`src/rtl/max7219_cmd_queue_if.sv`:
```
// Command-side and SPI-engine-side handshake bundle for the MAX7219 command queue.
// The queue takes the slave view; the sequencer/engine environment takes the master view.
interface max7219_cmd_queue_if;
    logic        cmd_valid;
    logic [15:0] cmd_word;
    logic        cmd_ready;
    logic        spi_start;
    logic [7:0]  spi_data;
    logic        spi_busy;

    modport master (
        output cmd_valid, cmd_word, spi_busy,
        input  cmd_ready, spi_start, spi_data
    );

    modport slave (
        input  cmd_valid, cmd_word, spi_busy,
        output cmd_ready, spi_start, spi_data
    );
endinterface

```
`src/rtl/max7219_cmd_queue.sv`:
```
// Buffers 16-bit MAX7219 register writes and feeds them to the SPI byte engine
// as two framed byte transfers, raising LOAD after each complete command.
module max7219_cmd_queue #(
    parameter int DEPTH     = 8,
    parameter int LOAD_HOLD = 4
) (
    input  logic                       clk,
    input  logic                       rst,
    max7219_cmd_queue_if.slave         bus,
    output logic                       max_load,
    output logic [$clog2(DEPTH+1)-1:0] fifo_count,
    output logic                       idle
);
    localparam int AW = $clog2(DEPTH);
    localparam int CW = $clog2(DEPTH + 1);
    localparam int HW = $clog2(LOAD_HOLD + 1);

    typedef enum logic [2:0] {
        IDLE, SEND_HI, WAIT_HI, SEND_LO, WAIT_LO, LOAD
    } state_t;

    state_t          state;
    logic [15:0]     mem [DEPTH];
    logic [AW-1:0]   wr_ptr, rd_ptr;
    logic [7:0]      cur_lo;
    logic [HW-1:0]   hold;
    logic            push, pop;

    assign bus.cmd_ready = (fifo_count != CW'(DEPTH));
    assign push          = bus.cmd_valid && bus.cmd_ready;
    assign pop           = (state == IDLE) && (fifo_count != '0);
    assign idle          = (state == IDLE) && (fifo_count == '0);

    always_ff @(posedge clk) begin
        if (push) mem[wr_ptr] <= bus.cmd_word;
    end

    // Pointers wrap on their own since DEPTH is a power of two.
    always_ff @(posedge clk or posedge rst) begin
        if (rst) begin
            wr_ptr     <= '0;
            rd_ptr     <= '0;
            fifo_count <= '0;
        end else begin
            if (push) wr_ptr <= wr_ptr + AW'(1);
            if (pop)  rd_ptr <= rd_ptr + AW'(1);
            case ({push, pop})
                2'b10:   fifo_count <= fifo_count + CW'(1);
                2'b01:   fifo_count <= fifo_count - CW'(1);
                default: ;
            endcase
        end
    end

    // spi_start/spi_data are loaded on entry to SEND_* so they are valid
    // during the SEND cycle itself; busy seen during SEND is ignored.
    always_ff @(posedge clk or posedge rst) begin
        if (rst) begin
            state         <= IDLE;
            cur_lo        <= '0;
            hold          <= '0;
            max_load      <= 1'b1;
            bus.spi_start <= 1'b0;
            bus.spi_data  <= '0;
        end else begin
            bus.spi_start <= 1'b0;
            case (state)
                IDLE: if (pop) begin
                    cur_lo        <= mem[rd_ptr][7:0];
                    bus.spi_data  <= mem[rd_ptr][15:8];
                    bus.spi_start <= 1'b1;
                    max_load      <= 1'b0;
                    state         <= SEND_HI;
                end
                SEND_HI: state <= WAIT_HI;
                WAIT_HI: if (!bus.spi_busy) begin
                    bus.spi_data  <= cur_lo;
                    bus.spi_start <= 1'b1;
                    state         <= SEND_LO;
                end
                SEND_LO: state <= WAIT_LO;
                WAIT_LO: if (!bus.spi_busy) begin
                    max_load <= 1'b1;
                    hold     <= HW'(LOAD_HOLD - 1);
                    state    <= LOAD;
                end
                LOAD: begin
                    if (hold == '0) state <= IDLE;
                    else            hold  <= hold - HW'(1);
                end
                default: state <= IDLE;
            endcase
        end
    end
endmodule

```
`src/flat_wrapper.sv`:
```
// flat-port wrapper written by rule: the top's interface ports become plain ports
module max7219_cmd_queue_flat 
#(
    parameter int DEPTH     = 8,
    parameter int LOAD_HOLD = 4
)
  (clk, rst, max_load, fifo_count, idle, bus_cmd_valid, bus_cmd_word, bus_spi_busy, bus_cmd_ready, bus_spi_start, bus_spi_data);
  max7219_cmd_queue_if bus_i ();
  input  logic clk;
  input  logic rst;
  output logic max_load;
  output logic [$clog2(DEPTH+1)-1:0] fifo_count;
  output logic idle;
  input wire logic [$bits(bus_i.cmd_valid)-1:0] bus_cmd_valid;
  input wire logic [$bits(bus_i.cmd_word)-1:0] bus_cmd_word;
  input wire logic [$bits(bus_i.spi_busy)-1:0] bus_spi_busy;
  output wire logic [$bits(bus_i.cmd_ready)-1:0] bus_cmd_ready;
  output wire logic [$bits(bus_i.spi_start)-1:0] bus_spi_start;
  output wire logic [$bits(bus_i.spi_data)-1:0] bus_spi_data;
  assign bus_i.cmd_valid = bus_cmd_valid;
  assign bus_i.cmd_word = bus_cmd_word;
  assign bus_i.spi_busy = bus_spi_busy;
  assign bus_cmd_ready = bus_i.cmd_ready;
  assign bus_spi_start = bus_i.spi_start;
  assign bus_spi_data = bus_i.spi_data;
  max7219_cmd_queue #(.DEPTH(DEPTH), .LOAD_HOLD(LOAD_HOLD)) u_core (.clk(clk), .rst(rst), .bus(bus_i), .max_load(max_load), .fifo_count(fifo_count), .idle(idle));
endmodule
```
`config.mk`:
```
export PLATFORM = sky130hd
export DESIGN_NAME = max7219_cmd_queue_flat
export DESIGN_NICKNAME = d
export VERILOG_FILES = /design/src/rtl/max7219_cmd_queue_if.sv /design/src/rtl/max7219_cmd_queue.sv /design/src/flat_wrapper.sv
export SDC_FILE = /design/constraint.sdc
export NUM_CORES = 1
export LEC_CHECK = 0
export ABC_AREA = 1
export CAP_MARGIN = 20
export CORE_MARGIN = 3
export CORE_UTILIZATION = 54
export DETAILED_ROUTE_END_ITERATION = 10
export PLACE_DENSITY_LB_ADDON = 0.3
export SYNTH_ARGS = -nofsm -noshare
export SYNTH_HDL_FRONTEND = slang
export SYNTH_SLANG_ARGS = --single-unit
export TNS_END_PERCENT = 1
```
`constraint.sdc`:
```
create_clock -name clk -period 1.8 [get_ports clk]
set_input_delay 0.27 -clock clk [delete_from_list [all_inputs] [get_ports clk]]
set_output_delay 0.27 -clock clk [all_outputs]
set_load 0.02 [all_outputs]
```
==> results.py, run 1 <==
metrics = {
    "timing": {
        "period_share_pct": 101,
        "finalCriticalPeriod_ns": 1.81,
        "tightest_slew_ns": 0.539,
        "max_freq_mhz": 551,
        "setup_viol_count_final": 1,
        "rsz0062_at_grt": "true",
        "drv_slew": 0,
        "finalHoldViolCount": 0,
        "layout_setup_ws_ns": -0.0141,
        "fin_skew_ns": 0.00706,
        "relSlewSlack_pct": 63.8,
    },
    "finish": {
        "nFillCells": 948,
        "final_design_area_no_fill_sq_mm": 0.00823,
        "stdcell_count": 856,
        "regArea_sq_mm": 0.00470,
        "nNetsFinal": 702,
        "syn_to_final_growth_pct": 20.3,
        "layout-drive-gt1-share_pct": 15.4,
        "multi_input_area_sq_mm": 0.00189,
        "antennaDiodeCount": 0,
    },
    "power": {
        "p_per_area_mw_per_mm2": 1720,
        "power_leakage_nw": 3.25,
        "internal_power_mw": 8.93,
        "p_comb_share_pct": 38.9,
        "peakVddDrop_uv": 964,
        "seq_power_share_pct": 37.2,
        "clkPwrFrac_pct": 23.9,
        "p_sw_mw": 5.21,
        "power.total_mw": 14.1,
        "p_sw_share_pct": 36.8,
    },
    "route": {
        "drtPass1Iterations": 5,
        "vias": 4689,
        "via_per_inst": 5.48,
        "route.detailed.drc": 0,
        "routed_wl_um": 15000,
        "ant_nets": 0,
        "wire_per_inst_um": 17.5,
        "drt-initial-drc-count": 472,
    },
    "place": {
        "post_dp_cell_area_sq_mm": 0.00762,
        "place_inst": 822,
        "gp_congestion": 0.861,
        "port_buffers": 35,
        "dp_slack_ns": -0.217,
        "hpwl_um": 10000,
    },
    "floorplanning": {
        "rows": 40,
        "initial_core_util_pct": 56.0,
        "die_h_um": 119,
        "die_w_um": 119,
        "num_io_pins": 36,
        "core_sq_mm": 0.0122,
        "die_area_sq_mm": 0.0141,
    },
    "job": {
        "maxCapViolations": 0,
    },
    "clocking": {
        "clock_latency_ns": 0.42,
        "clockBufferDepth": 2,
        "clockRootBuffer": "clkbuf_16",
        "cts_tree": "done",
        "cts_inserted_buffers": 17,
        "htree_levels": 4,
        "clk_pin_slew_ns": 0.06,
        "hold_buffers": 0,
        "clock-sinks": 162,
    },
    "yosys": {
        "synth_top_area_share_pct": 56.2,
        "syn_inst": 617,
        "netlist_top_cells_count": "nand2_1 (143), edfxtp_1 (128), nor2_1 (78)",
        "ys_warn_count": 0,
        "ys_top_cells_by_area": "edfxtp_1 (56%), dfrtp_1 (12%), nand2_1 (7.8%)",
        "synth_fp_nets": 644,
        "yosysUniqueCellTypes": 29,
        "yosysTopAreaCell": "edfxtp_1",
        "synth-async-reset-ratio_pct": 21.0,
        "synth.most_common_cell": "nand2_1",
        "syn_area_sq_mm": 0.00684,
        "synth_seq_cells": 162,
        "yosys_most_used_dff": "edfxtp_1",
        "synth-edff-count": 128,
        "syn_area_per_cell_sq_um": 11.1,
        "yosysSeqAreaShare_pct": 68.6,
    },
    "critical_path": {
        "critical_path_required_ns": 2.11,
        "r2r_setup_slack_ns": -0.01,
        "rr_startpoint": "u_core.fifo_count[1]",
        "startpoint_type": "register",
        "critPathCapture": "u_core.fifo_count[2]",
        "cp-end-kind": "register",
        "ff2ff_path_depth": 11,
        "rr_endpoint": "u_core.fifo_count[2]",
        "crit_fanout": 4,
        "startpoint": "u_core.fifo_count[1]",
        "path_class": "reg2reg",
        "worstPathArrival_ns": 2.12,
    },
    "grt": {
        "antenna_found_initial": 0,
        "grt_pass1_vias": 4717,
        "grt_overflow_total": 0,
        "grt_pass1_wl_um": 23800,
        "grt_max_degree": 66,
        "grt_usage_pct": 22.4,
    },
    "outcome": {
        "status": "complete, but fails checks",
        "failed_checks": "setup timing",
    },
    "min_path": {
        "min_path_type": "in2async",
    },
}
per-layer routing:
metal	share of wire, %	up-vias	global-route usage, %
met4	2.5	0	8.69
met2	50	192	36.9
met1	40	2270	28.5
met3	6.7	31	5.79
met5	0	-	0
li1	-	2196	-
layout by cell type (no fill, tap or decap), types with 4 or more instances in the layout:
cell,n
nand2_1,140
edfxtp_1,128
nor2_1,66
nand3_1,63
inv_1,44
o21ai_0,38
clkdlybuf4s50_1,29
dfrtp_1,27
buf_4,24
clkbuf_16,17
o211ai_1,16
nor2_4,7
buf_12,7
clkinv_1,6
dfrtp_2,6
a21oi_2,5
inv_2,5
nor2_2,5
ha_1,5
xor2_1,4
nand2_2,4
and2_4,4
metrics by stage:
step / setup TNS [ns] / hold slack (ns) / util (%)
finish: -0.0141 / 0.249 / 67.4
CTS: -0.150 / 0.250 / 67.0
floorplan: -12.83 / 0.369 / -
global placement: -12.36 / 0.451 / 62.4
global route: -0.203 / 0.300 / 67.4
detailed placement: -16.32 / 0.472 / 62.4
power by group through the flow:
stage          registers [mW]  logic (mW)  clock network [mW]
2_1_floorplan            5.44        3.55                   0
3_3_place_gp             5.28        5.19                   0
6_report                 5.26        5.50                3.38
5_1_grt                  5.33        6.09                3.60
4_1_cts                  5.25        5.40                3.43
3_5_place_dp             5.32        5.34                   0
layout make-up:
type	instances	share of cell area (%)
clock inverter	12	1.41
sequential	162	57.1
tap	168	2.55
inverter	52	2.40
clock buffer	20	5.31
multi-input combinational	376	23.0
timing repair buffer	66	8.18
cells by family (layout without fill, tap and decap cells):
| logic type | Yosys count | after routing | share of synthesized area (%) |
|---|---|---|---|
| adders and majority gates | 7 | 7 | 1.28 |
| xor gates and xnor gates | 5 | 5 | 0.640 |
| DFF | 162 | 162 | 68.6 |
| AOI/OAI and AO/OA | 63 | 63 | 5.50 |
| and+or+nand+nor | 301 | 301 | 18.5 |
| buffers and inverters | 79 | 150 | 5.45 |
worst min-delay path by stage:
| stage | startpoint | to | slack [ns] | depth (start not counted) |
|---|---|---|---|---|
| after floorplan | bus_cmd_word[0] | u_core.mem[0][0] | 0.37 | 0 |
| after global placement | u_core.max_load | u_core.max_load | 0.45 | 2 |
| after detailed placement | u_core.cur_lo[4] | u_core.cur_lo[4] | 0.47 | 2 |
| after CTS | rst | u_core.bus.spi_start | 0.25 | 3 |
| after global routing | rst | u_core.bus.spi_start | 0.30 | 3 |
| final | rst | u_core.bus.spi_start | 0.25 | 3 |
state kept, by name, summed over array words and instances, names as in the netlist:
name and count:
u_core.bus.spi_start 1, u_core.mem 128, u_core.bus.spi_data 8, u_core.max_load 1
u_core.cur_lo 8, u_core.state 3, u_core.fifo_count 4, u_core.wr_ptr 3
u_core.rd_ptr 3, u_core.hold 3
what timing repair did:
item	4_1_cts	5_1_grt
cloned	0	0
buffers inserted	0	2
setup endpoints to repair	23	6
gates resized for setup	9	12
hold endpoints to repair	0	0
pin swaps	0	6
worst max-delay path, stage by stage, from the launching register on:
cell	delay, ns
dfrtp_2	0.42
nor2_4	0.15
nand3_4	0.11
nand2_4	0.09
inv_4	0.04
ha_4	0.16
nor2_2	0.12
nor2_4	0.06
ha_2	0.17
a21oi_2	0.12
xor2_1	0.18
o21ai_1	0.07
No activity file was read; power rests on OpenSTA's default activity.
==> inputs of run 2 (changes only) <==
--- a/config.mk
+++ b/config.mk
@@ -7,7 +7,6 @@
 export LEC_CHECK = 0
 export ABC_AREA = 1
 export CAP_MARGIN = 20
-export CORE_MARGIN = 3
 export CORE_UTILIZATION = 54
 export DETAILED_ROUTE_END_ITERATION = 10
 export PLACE_DENSITY_LB_ADDON = 0.3
==> run 2 against run 1 <==
  * The run still ends with setup timing left
  * Design area is 1.1% higher
  * Clock skew is 0.0027 ns higher
  * Critical path depth is 2 higher
  * Final cell count is 0.47% higher
  * Die area is 6.6% lower
  * First-iteration DRC count is 23% lower
  * Wire length is 1.9% higher
==> results.py, run 2 (same netlist as run 1, synthesis figures left out) <==
metrics = {
    "critical_path": {
        "path_class": "reg2reg",
        "slowest_delay_ns": 0.41,
        "cpMostUsedCell": "nand2_4",
        "crit_path_top_delay_cell": "dfrtp_1",
        "cp_cell_sequence": "inv_2, nand2_4, nor2_4, nand2_4, inv_4, ha_4, nand2_4, inv_2, nor2_2, ha_2, a21oi_2, xor2_1, o21ai_1",
        "cp-end-kind": "register",
        "critical_path_required_ns": 2.11,
        "startpoint_type": "register",
        "worstPathArrival_ns": 2.11,
        "crit_fanout": 4,
    },
    "clocking": {
        "clockRootBuffer": "clkbuf_16",
        "clock_latency_ns": 0.43,
        "clk_pin_slew_ns": 0.06,
        "htree_levels": 4,
        "cts_tree": "done",
        "clockBufferDepth": 2,
        "clock-sinks": 162,
        "cts_inserted_buffers": 17,
    },
    "route": {
        "wire_per_inst_um": 17.8,
        "routed_wl_um": 15300,
        "vias": 4711,
        "via_per_inst": 5.48,
        "route.detailed.drc": 0,
        "drtPass1Iterations": 5,
        "ant_nets": 0,
        "drt-initial-drc-count": 362,
    },
    "finish": {
        "regArea_sq_mm": 0.00470,
        "nFillCells": 852,
        "multi_input_area_sq_mm": 0.00192,
        "layout_common_cells": "nand2_1 (140), edfxtp_1 (128), nor2_1 (65)",
        "reg_top3": "u_core.mem (128), u_core.bus.spi_data (8), u_core.cur_lo (8)",
        "layout_commonest_cell": "nand2_1",
        "layout-drive-gt1-share_pct": 17.3,
        "antennaDiodeCount": 0,
        "fin_util_pct": 68.4,
        "stdcell_count": 860,
        "syn_to_final_growth_pct": 21.6,
        "nNetsFinal": 706,
        "largest_register": "u_core.mem",
        "largest_reg_flops": 128,
    },
    "grt": {
        "grt_max_degree": 42,
        "grt_pass1_wl_um": 24300,
        "grt_overflow_total": 0,
        "grt_pass1_vias": 4740,
        "grt_usage_pct": 25.4,
        "antenna_found_initial": 0,
    },
    "timing": {
        "tightest_slew_ns": 0.639,
        "setup_viol_count_final": 1,
        "drv_slew": 0,
        "relSlewSlack_pct": 57.1,
        "finalCriticalPeriod_ns": 1.81,
        "rsz0062_at_grt": "true",
        "fin_skew_ns": 0.00974,
        "period_share_pct": 100,
        "finalHoldViolCount": 0,
        "layout_setup_ws_ns": -0.00737,
        "setup_tns_ns": -0.00737,
        "max_freq_mhz": 553,
    },
    "floorplanning": {
        "core_sq_mm": 0.0122,
        "num_io_pins": 36,
        "initial_core_util_pct": 56.3,
        "die_w_um": 115,
        "rows": 40,
        "die_area_sq_mm": 0.0131,
        "die_h_um": 115,
    },
    "power": {
        "power.total_mw": 14.5,
        "internal_power_mw": 9.08,
        "clkPwrFrac_pct": 23.8,
        "p_sw_share_pct": 37.4,
        "seq_power_share_pct": 36.5,
        "p_sw_mw": 5.43,
        "p_comb_share_pct": 39.7,
        "p_per_area_mw_per_mm2": 1740,
        "peakVddDrop_uv": 691,
        "power_leakage_nw": 3.27,
    },
    "outcome": {
        "status": "complete, but fails checks",
        "failed_checks": "setup timing",
    },
    "place": {
        "place_inst": 826,
        "hpwl_um": 9630,
        "port_buffers": 35,
        "gp_congestion": 0.833,
        "dp_slack_ns": -0.152,
    },
    "job": {
        "maxCapViolations": 0,
    },
    "min_path": {
        "min_path_type": "in2async",
    },
}
-- run 2: changes by cell type in the layout (fill, tap and decap cells not counted), moves of 2 or more --
cell / before / now
clkbuf_1: 3 / 1
dlymetal6s2s_1: 2 / 0
clkinv_1: 6 / 2
buf_12: 7 / 9
buf_4: 24 / 26
inv_2: 5 / 7
nand2_2: 4 / 2
clkinvlp_4: 3 / 7
inv_1: 44 / 42
nand2_4: 2 / 4
-- run 2: worst paths after layout --
| kind | start | end | slack (ns) | cells after the start |
|---|---|---|---|---|
| setup / recovery | u_core.state[0] | u_core.fifo_count[2] | -0.007 | 13 |
| min in group clk | u_core.max_load | u_core.max_load | 0.47 | 2 |
| max in group asynchronous | rst | u_core.max_load | 1.23 | 3 |
| hold reg to reg | u_core.max_load | u_core.max_load | 0.47 | 2 |
| setup reg to reg | u_core.state[0] | u_core.fifo_count[2] | -0.007 | 13 |
| hold / removal | rst | u_core.bus.spi_data[5] | 0.24 | 3 |
-- run 2: power by group through the flow --
stage                     clock, mW  sequential, mW  combinational, mW
after global routing           3.64            5.35               6.33
after global placement            0            5.29               5.31
after floorplan                   0            5.44               3.55
after CTS                      3.50            5.26               5.56
final                          3.46            5.29               5.76
after detailed placement          0            5.32               5.51
-- run 2: worst max-delay path, delay by kind of cell (launching register included) --
| family | cells | cell delay [ns] |
|---|---|---|
| DFF | 1 | 0.41 |
| and+or+nand+nor | 5 | 0.36 |
| adders and majority gates | 2 | 0.35 |
| buffers and inverters | 3 | 0.21 |
| AOI/OAI and AO/OA | 2 | 0.21 |
| xor gates and xnor gates | 1 | 0.15 |
-- run 2: per-layer routing --
metal	vias to the layer above	GRT usage [%]	share of wire, %
met2	185	41.8	50
met5	-	0	0
li1	2213	-	-
met1	2276	31.2	41
met3	37	6.72	6.4
met4	0	12.1	2.6
-- run 2: what timing repair did --
action,in CTS,in global routing
buffers inserted,0,2
pin swaps,0,11
resized for setup,7,22
setup endpoints to repair,6,85
hold buffers,0,0
-- run 2: layout make-up --
class                      count  share of cell area, %
sequential                   162                   56.5
multi-input combinational    376                   23.0
timing repair buffer          70                   8.67
clock buffer                  18                   5.16
tap                          168                   2.53
inverter                      52                   2.42
clock inverter                14                   1.70
-- run 2: stage by stage --
stage	hold slack, ns	area (sq um)
2_1_floorplan	0.369	6940
3_3_place_gp	0.455	7670
3_5_place_dp	0.461	7670
4_1_cts	0.244	8240
5_1_grt	0.290	8320
6_report	0.239	8320
==> inputs of run 3 (changes only) <==
--- a/config.mk
+++ b/config.mk
@@ -9,7 +9,7 @@
 export CAP_MARGIN = 20
 export CORE_UTILIZATION = 54
 export DETAILED_ROUTE_END_ITERATION = 10
-export PLACE_DENSITY_LB_ADDON = 0.3
+export PLACE_DENSITY = 0.76
 export SYNTH_ARGS = -nofsm -noshare
 export SYNTH_HDL_FRONTEND = slang
 export SYNTH_SLANG_ARGS = --single-unit
==> run 3 against run 2 <==
  * The flow still finishes with violations (setup timing)
  * Clock skew rose by 0.0022 ns
  * Maximum frequency decreased by 0.61%
  * Register-to-register slack about the same
  * Via count is 1.4% lower
  * Combinational power down 2%
  * Worst hold slack lost 0.036 ns
  * Design area grew 0.21%
  * Utilization increased by 0.14 points
  * Final cell count fell by 0.12%
  * Setup slack worse by 0.011 ns
  * Die area unchanged
  * Global-route usage is 0.94 points lower
  * Largest cell class unchanged
  * Largest power group unchanged
==> results.py, run 3 (same netlist as run 1, synthesis figures left out) <==
metrics = {
    "outcome": {
        "status": "complete, but fails checks",
        "failed_checks": "setup timing",
    },
    "critical_path": {
        "crit_fanout": 4,
        "worstPathArrival_ns": 2.12,
        "critical_path_required_ns": 2.11,
        "cp-end-kind": "register",
        "startpoint_type": "register",
        "path_class": "reg2reg",
    },
    "route": {
        "routed_wl_um": 14500,
        "wire_per_inst_um": 16.8,
        "ant_nets": 0,
        "route.detailed.drc": 0,
        "drt-initial-drc-count": 294,
        "via_per_inst": 5.41,
        "vias": 4643,
        "drtPass1Iterations": 5,
    },
    "clocking": {
        "clockRootBuffer": "clkbuf_16",
        "htree_levels": 4,
        "cts_inserted_buffers": 17,
        "clock-sinks": 162,
        "clockBufferDepth": 2,
        "hold_buffers": 0,
        "clk_pin_slew_ns": 0.06,
        "cts_tree": "done",
        "clock_latency_ns": 0.43,
    },
    "finish": {
        "layout_commonest_cell": "nand2_1",
        "layout-drive-gt1-share_pct": 16.4,
        "layout_common_cells": "nand2_1 (140), edfxtp_1 (128), nor2_1 (65)",
        "syn_to_final_growth_pct": 21.9,
        "largest_register": "u_core.mem",
        "largest_reg_flops": 128,
        "antennaDiodeCount": 0,
        "fin_util_pct": 68.6,
        "reg_top3": "u_core.mem (128), u_core.bus.spi_data (8), u_core.cur_lo (8)",
        "nNetsFinal": 705,
        "final_design_area_no_fill_sq_mm": 0.00834,
    },
    "timing": {
        "finalCriticalPeriod_ns": 1.82,
        "tightest_slew_ns": 0.524,
        "layout_setup_ws_ns": -0.0184,
        "setup_tns_ns": -0.0184,
        "period_share_pct": 101,
        "rsz0062_at_grt": "true",
        "max_freq_mhz": 550,
        "drv_slew": 0,
        "fin_skew_ns": 0.0119,
        "setup_viol_count_final": 1,
        "finalHoldViolCount": 0,
        "relSlewSlack_pct": 64.8,
    },
    "grt": {
        "grt_pass1_wl_um": 23200,
        "grt_most_used_layer": "met2",
        "grt_max_degree": 50,
        "use_met2_pct": 41.5,
        "grt_pass1_vias": 4665,
        "antenna_found_initial": 0,
        "grt_use_met3_pct": 5.93,
        "grt_usage_pct": 24.4,
        "grt_overflow_total": 0,
        "met1_usage_pct": 30.4,
    },
    "power": {
        "p_sw_share_pct": 36.5,
        "p_sw_mw": 5.29,
        "internal_power_mw": 9.21,
        "power.total_mw": 14.5,
        "seq_power_share_pct": 36.5,
        "peakVddDrop_uv": 739,
        "clkPwrFrac_pct": 24.7,
        "p_comb_share_pct": 38.7,
        "p_per_area_mw_per_mm2": 1740,
        "power_leakage_nw": 3.31,
    },
    "place": {
        "post_dp_cell_area_sq_mm": 0.00768,
        "gp_congestion": 0.878,
        "dp_slack_ns": -0.200,
        "port_buffers": 35,
        "hpwl_um": 9360,
    },
    "floorplanning": {
        "die_w_um": 115,
        "num_io_pins": 36,
        "rows": 40,
        "die_area_sq_mm": 0.0131,
        "initial_core_util_pct": 56.3,
        "die_h_um": 115,
        "core_sq_mm": 0.0122,
    },
    "job": {
        "maxCapViolations": 0,
    },
    "min_path": {
        "min_path_type": "in2async",
    },
}
## run 3: routing by layer
layer  up-vias  part of all wire [%]
met5         -                     0
met4         0                   1.1
met3        17                   5.9
met2       151                    52
met1      2265                    41
li1       2210                     -
## run 3: path summary, 6_finish.rpt
check | from | endpoint | slack [ns] | depth (start not counted)
setup / recovery | u_core.fifo_count[2] | u_core.fifo_count[2] | -0.02 | 11
hold / removal | rst | u_core.bus.spi_start | 0.20 | 3
setup reg to reg | u_core.fifo_count[2] | u_core.fifo_count[2] | -0.02 | 11
hold reg to reg | u_core.max_load | u_core.max_load | 0.48 | 2
max in group asynchronous | rst | u_core.max_load | 1.35 | 3
min in group clk | u_core.max_load | u_core.max_load | 0.48 | 2
## run 3: layout make-up
type	count	area [sq um]
clock buffer	19	433
clock inverter	13	161
fill	847	3820
inverter	52	198
multi-input combinational	376	1900
sequential	162	4700
tap	168	210
timing repair buffer	69	738
## run 3: critical path: stages, from the launching register on
cell and delay, ns:
dfrtp_2 0.40, inv_1 0.14, nand3_2 0.13, nand2_2 0.11
inv_4 0.05, ha_4 0.18, nor2_4 0.10, nor2_4 0.05
ha_2 0.17, a21oi_2 0.12, xor2_1 0.16, o21ai_1 0.09
## run 3: power groups by stage
stage,combinational (mW),clock [mW],sequential [mW]
3_5_place_dp,5.40,0,5.36
3_3_place_gp,5.19,0,5.31
4_1_cts,5.44,3.64,5.28
2_1_floorplan,3.55,0,5.44
5_1_grt,6.19,3.80,5.35
6_report,5.62,3.59,5.29
## run 3: timing repair
item	4_1_cts	5_1_grt
pin swaps	1	7
gates resized for setup	8	17
buffers inserted	0	4
setup endpoints to repair	15	6
gates cloned	0	0
## run 3: through the flow
step | hold slack [ns] | std cells
6_report | 0.202 | 859
3_3_place_gp | 0.452 | 823
5_1_grt | 0.236 | 859
3_5_place_dp | 0.475 | 823
2_1_floorplan | 0.369 | 617
4_1_cts | 0.194 | 855
